**src/rtl/inv_bank_sync_if.sv**
```systemverilog
// Gate-bank bus: sampled inputs, registered gate outputs and the event stream.
interface inv_bank_sync_if #(
  parameter int unsigned WIDTH = 4
);
  logic [WIDTH-1:0] in;
  logic [WIDTH-1:0] out;
  logic             ev_valid;
  logic             ev_ready;
  logic [WIDTH-1:0] ev_value;
  logic [WIDTH-1:0] ev_mask;
  logic [31:0]      ev_time;
  logic             ev_overflow;

  modport master (
    output in, ev_ready,
    input  out, ev_valid, ev_value, ev_mask, ev_time, ev_overflow
  );

  modport slave (
    input  in, ev_ready,
    output out, ev_valid, ev_value, ev_mask, ev_time, ev_overflow
  );
endinterface

```
**src/rtl/inv_bank_sync.sv**
```systemverilog
// Bank of inertially-filtered inverter/buffer gates; every output change is
// logged as a timestamped event in a small FIFO with a sticky overflow flag.
module inv_bank_sync #(
  parameter int unsigned      WIDTH      = 4,
  parameter int unsigned      MODE       = 0,
  parameter int unsigned      GATE_DELAY = 2,
  parameter logic [WIDTH-1:0] INIT_V     = '0,
  parameter int unsigned      DEPTH      = 4
) (
  input logic           clk,
  input logic           rst_n,
  inv_bank_sync_if.slave bus
);

  localparam int unsigned AW       = (DEPTH > 1) ? $clog2(DEPTH) : 1;
  localparam int unsigned EW       = 2 * WIDTH + 32;
  localparam logic [3:0]  GD       = 4'(GATE_DELAY);
  localparam logic [AW:0] FULL_OCC = (AW + 1)'(DEPTH);

  logic [WIDTH-1:0] tgt;
  logic [WIDTH-1:0] out_q;
  logic [WIDTH-1:0] out_nxt;
  logic [WIDTH-1:0] chg;
  logic [3:0]       dcnt_q   [WIDTH];
  logic [3:0]       dcnt_nxt [WIDTH];
  logic [31:0]      tstamp_q;

  logic [EW-1:0]    mem [DEPTH];
  logic [AW-1:0]    wp_q;
  logic [AW-1:0]    rp_q;
  logic [AW:0]      occ_q;
  logic             ovf_q;
  logic             vld;
  logic             push;
  logic             pop;
  logic             full;
  logic             wr_en;

  // Gate stage: a channel commits only after GATE_DELAY+1 consecutive
  // differing samples; any agreeing sample cancels and restarts the count.
  always_comb begin
    tgt     = (MODE == 0) ? ~bus.in : bus.in;
    out_nxt = out_q;
    for (int i = 0; i < WIDTH; i++) begin
      dcnt_nxt[i] = '0;
      if (tgt[i] != out_q[i]) begin
        if (dcnt_q[i] == GD) out_nxt[i] = tgt[i];
        else                 dcnt_nxt[i] = dcnt_q[i] + 4'd1;
      end
    end
  end

  assign chg   = out_nxt ^ out_q;
  assign push  = |chg;
  assign vld   = (occ_q != '0);
  assign full  = (occ_q == FULL_OCC);
  assign pop   = vld && bus.ev_ready;
  assign wr_en = push && (!full || pop);

  always_ff @(posedge clk or negedge rst_n) begin
    if (!rst_n) begin
      out_q    <= INIT_V;
      tstamp_q <= '0;
      wp_q     <= '0;
      rp_q     <= '0;
      occ_q    <= '0;
      ovf_q    <= 1'b0;
      for (int i = 0; i < WIDTH; i++) dcnt_q[i] <= '0;
    end else begin
      out_q    <= out_nxt;
      dcnt_q   <= dcnt_nxt;
      tstamp_q <= tstamp_q + 32'd1;
      if (wr_en) wp_q <= wp_q + AW'(1);
      if (pop)   rp_q <= rp_q + AW'(1);
      unique case ({wr_en, pop})
        2'b10:   occ_q <= occ_q + (AW + 1)'(1);
        2'b01:   occ_q <= occ_q - (AW + 1)'(1);
        default: occ_q <= occ_q;
      endcase
      if (push && full && !pop) ovf_q <= 1'b1;
    end
  end

  // Event stage: storage carries no reset, occupancy alone defines validity.
  always_ff @(posedge clk) begin
    if (wr_en) mem[wp_q] <= {out_nxt, chg, tstamp_q};
  end

  assign bus.out         = out_q;
  assign bus.ev_valid    = vld;
  assign bus.ev_overflow = ovf_q;
  assign {bus.ev_value, bus.ev_mask, bus.ev_time} = mem[rp_q];

endmodule

```
**src/flat_wrapper.sv**
```systemverilog
// flat-port wrapper written by rule: the top's interface ports become plain ports
module inv_bank_sync_flat 
#(
  parameter int unsigned      WIDTH      = 4,
  parameter int unsigned      MODE       = 0,
  parameter int unsigned      GATE_DELAY = 2,
  parameter logic [WIDTH-1:0] INIT_V     = '0,
  parameter int unsigned      DEPTH      = 4
)
  (clk, rst_n, bus_in, bus_ev_ready, bus_out, bus_ev_valid, bus_ev_value, bus_ev_mask, bus_ev_time, bus_ev_overflow);
  inv_bank_sync_if #(.WIDTH(WIDTH)) bus_i ();
  input logic clk;
  input logic rst_n;
  input wire logic [$bits(bus_i.in)-1:0] bus_in;
  input wire logic [$bits(bus_i.ev_ready)-1:0] bus_ev_ready;
  output wire logic [$bits(bus_i.out)-1:0] bus_out;
  output wire logic [$bits(bus_i.ev_valid)-1:0] bus_ev_valid;
  output wire logic [$bits(bus_i.ev_value)-1:0] bus_ev_value;
  output wire logic [$bits(bus_i.ev_mask)-1:0] bus_ev_mask;
  output wire logic [$bits(bus_i.ev_time)-1:0] bus_ev_time;
  output wire logic [$bits(bus_i.ev_overflow)-1:0] bus_ev_overflow;
  assign bus_i.in = bus_in;
  assign bus_i.ev_ready = bus_ev_ready;
  assign bus_out = bus_i.out;
  assign bus_ev_valid = bus_i.ev_valid;
  assign bus_ev_value = bus_i.ev_value;
  assign bus_ev_mask = bus_i.ev_mask;
  assign bus_ev_time = bus_i.ev_time;
  assign bus_ev_overflow = bus_i.ev_overflow;
  inv_bank_sync #(.WIDTH(WIDTH), .MODE(MODE), .GATE_DELAY(GATE_DELAY), .INIT_V(INIT_V), .DEPTH(DEPTH)) u_core (.clk(clk), .rst_n(rst_n), .bus(bus_i));
endmodule
```
**config.mk**
```make
export PLATFORM = sky130hd
export DESIGN_NAME = inv_bank_sync_flat
export DESIGN_NICKNAME = d
export VERILOG_FILES = /design/src/rtl/inv_bank_sync_if.sv /design/src/rtl/inv_bank_sync.sv /design/src/flat_wrapper.sv
export SDC_FILE = /design/constraint.sdc
export NUM_CORES = 1
export LEC_CHECK = 0
export CAP_MARGIN = 20
export CORE_UTILIZATION = 45
export DETAILED_ROUTE_END_ITERATION = 8
export GPL_TIMING_DRIVEN = 0
export PLACE_DENSITY = 0.63
export SLEW_MARGIN = 0
export SYNTH_ARGS = -nofsm -noshare
export SYNTH_HDL_FRONTEND = slang
export SYNTH_SLANG_ARGS = --single-unit
```
**constraint.sdc**
```tcl
create_clock -name clk -period 3.35 [get_ports clk]
set_input_delay 0.5025 -clock clk [delete_from_list [all_inputs] [get_ports clk]]
set_output_delay 0.5025 -clock clk [all_outputs]
set_load 0.02 [all_outputs]
```
==> flow_metrics.env <==
export IMPL_core_area_um2=18600
export IMPL_fin_skew_ns=0.00956
export IMPL_cp_startpoint="u_core.rp_q[0]"
export IMPL_reg2reg_depth=8
export IMPL_synth_async_reset_ratio_pct=27.3
export IMPL_num_nets_final=556
export IMPL_power_mw=9.03
export IMPL_dp_hpwl_um=9080
export IMPL_grt_usage_pct=15.5
export IMPL_crit_fanout=10
export IMPL_reg2reg_slack_ns=0.45
export IMPL_worstPathRequired_ns=2.85
export IMPL_cts_tree="built"
export IMPL_ant_nets=0
export IMPL_die_w_um=140
export IMPL_syn_area_um2=8550
export IMPL_num_rows=50
export IMPL_synth_area_leaders="edfxtp_1, dfrtp_1, mux4_2"
export IMPL_seq_area_um2=6310
export IMPL_ctsHoldBuffers=0
export IMPL_fillers=1494
export IMPL_grt_max_degree=61
export IMPL_hp_class="in2async"
export IMPL_worst_slew_pin_slew_ns=0.801
export IMPL_clock_sinks=220
export IMPL_post_cts_buffers=0
export IMPL_firstDrtPassIters=5
export IMPL_initial_core_util_pct=45.8
export IMPL_multi_input_area_um2=2140
export IMPL_place_ws_ns=0.265
export IMPL_setup_tns_final_ns=0
export IMPL_layout_drive_gt1_share_pct=16.7
export IMPL_synth_top_area_share_pct=56.2
export IMPL_synth_top_area_cell="edfxtp_1"
export IMPL_fin_crit_ns=3.20
export IMPL_rsz0062_at_grt="no"
export IMPL_drv_cap=0
export IMPL_arrival_ns=2.70
export IMPL_startpoint_type="flop"
export IMPL_max_vdd_ir_drop_mv=0.565
export IMPL_grt_first_pass_wirelength_um=23300
export IMPL_drt_initial_drc_count=293
export IMPL_drv_slew=0
export IMPL_synthToLayoutAreaGrowth_pct=18.6
export IMPL_viasPerCell=5.28
export IMPL_root_buffer="clkbuf_16"
export IMPL_critPathKind="reg2out"
export IMPL_n_antenna_cell=0
export IMPL_io_buffers=52
export IMPL_insertion_delay_ns=0.49
export IMPL_powerDensity_nw_per_um2=890
export IMPL_grt_overflow_total=0
export IMPL_synth_cell_types=34
export IMPL_synth_flop_cell="edfxtp_1"
export IMPL_fmax_mhz=312
export IMPL_cp_endpoint="bus_ev_time[21]"
export IMPL_die_h_um=140
export IMPL_ys_warn_count=0
export IMPL_dp_cells=745
export IMPL_route_met2_wl_um=7150
export IMPL_io_pins=53
export IMPL_drt_met1_wl_um=6300
export IMPL_synthCells=455
export IMPL_grt_pass1_vias=4460
export IMPL_syn_avg_cell_area_um2=18.8
export IMPL_drc=0
export IMPL_top_layer="met4"
export IMPL_hold_violations=0
export IMPL_r2r_end="u_core.mem[2][18]"
export IMPL_leakage_nw=3.63
export IMPL_status="finished, final reports clean"
export IMPL_stdcell_count=785
export IMPL_ys_seq_area_share_pct=73.8
export IMPL_design_die_area_um2=19500
export IMPL_globalplace_congestion=0.759
export IMPL_finalSetupViolations=0
export IMPL_max_slew_margin_pct=46.6
export IMPL_dr_wl_met3_um=634
export IMPL_clockBufferDepth=3
export IMPL_htreeDepth=1
export IMPL_synth_edf_count=160
export IMPL_synth_fp_nets=476
export IMPL_period_share_pct=95.6
export IMPL_clk_pin_slew_worst_paths_ns=0.06
export IMPL_ys_seq_elements=220
export IMPL_end_kind="output port"
export IMPL_vias=4148
export IMPL_r2r_start="u_core.dcnt_q[4]"
export IMPL_post_drt_wl_per_cell_um=18.2
export IMPL_routed_wirelength_um=14300
export IMPL_cts_buffers=22
export IMPL_setup_ws_ns=0.148
export IMPL_grt_antenna_before_repair=0
## flip-flops by register name, indices dropped and copies added, names as in the netlist
signal / flops
u_core.bus.ev_overflow: 1
u_core.bus.out: 4
u_core.dcnt_q: 16
u_core.wp_q: 2
u_core.mem: 160
u_core.rp_q: 2
u_core.occ_q: 3
u_core.tstamp_q: 32
## layout make-up
cell class	count	area share (%)
plain buffers	13	0.629
clock buffers	38	6.73
clock inverters	2	0.0987
inverters	12	0.444
multi-input cells	210	21.1
flip-flops and latches	220	62.2
well taps	234	2.89
repair buffers	56	5.90
## power by group
part / internal (mW) / leakage, nW / switching, mW
combinational: 1.45 / 1.06 / 1.57
clock: 1.38 / 0.339 / 0.932
sequential: 3.52 / 2.23 / 0.178
## cell usage in the layout, fill, tap and decap left out, types with 2 or more instances in the layout
master           count
a21oi_1              4
and3_1               7
and3_2               4
and4_1               5
buf_1                3
buf_12               4
buf_2                3
clkbuf_1            15
clkbuf_16           23
clkbuf_8             5
clkdlybuf4s50_1     51
clkinv_2             2
dfrtp_1             60
edfxtp_1           160
ha_1                13
inv_1               12
mux2_4               2
mux2i_1              5
mux4_2              40
nand2_1             17
nand2b_1             4
nand3_1             17
nand4_1              6
nor2_1              24
nor4_1               2
o21ai_0              4
or3b_1               4
xnor2_1             33
xor2_1               9
## through the flow
stage	utilization [%]	area (um2)	hold slack [ns]
floorplan	-	8550	0.207
global placement	50.2	9360	0.463
detailed placement	50.6	9440	0.466
CTS	54.4	10100	0.132
global route	54.4	10100	0.171
finish	54.4	10100	0.105
## critical path: stages, from the launching register on
cell and delay, ns:
dfrtp_1 0.32, clkbuf_1 0.32, buf_2 0.43, mux4_2 0.57, clkdlybuf4s50_1 0.57
## logic make-up after synthesis
| kind of cell | after synthesis | share of synthesized area [%] |
|---|---|---|
| AO/OA/AOI/OAI | 9 | 0.556 |
| multiplexers | 48 | 11.7 |
| XOR/XNOR | 43 | 4.50 |
| adder cells (fa/ha/maj) | 14 | 2.14 |
| buffers and inverters | 25 | 1.23 |
| AND/OR/NAND/NOR | 96 | 6.05 |
| flip-flops | 220 | 73.8 |
## timing repair
action | 4_1_cts | 5_1_grt
setup endpoints to repair | 8 | 3
gates cloned | 0 | 0
gates resized for setup | 4 | 1
## layer usage
| metal | global-route usage [%] | vias up |
|---|---|---|
| met4 | 4.68 | 0 |
| met2 | 26.0 | 91 |
| li1 | - | 1906 |
| met3 | 2.31 | 16 |
| met5 | 0 | - |
| met1 | 21.1 | 2135 |
## cells in the mapped netlist, types with 5 or more instances
cell and n:
edfxtp_1 160, dfrtp_1 60, mux4_2 40, xnor2_1 33
nor2_1 24, nand2_1 17, nand3_1 17, ha_1 13
inv_1 12, and3_1 11, xor2_1 9, nand4_1 6
and4_1 5, clkbuf_1 5, mux2i_1 5
## how the worst min path moves through the flow
stage / from / to / slack [ns] / depth (start not counted)
final: rst_n / u_core.dcnt_q[8] / 0.10 / 1
after global routing: rst_n / u_core.dcnt_q[8] / 0.17 / 1
after CTS: rst_n / u_core.dcnt_q[13] / 0.13 / 1
after detailed placement: u_core.bus.ev_overflow / u_core.bus.ev_overflow / 0.47 / 1
after global placement: u_core.dcnt_q[4] / u_core.dcnt_q[4] / 0.46 / 1
after floorplan: rst_n / u_core.bus.ev_overflow / 0.21 / 0
Note: power is estimated with default switching activity, not from simulation.
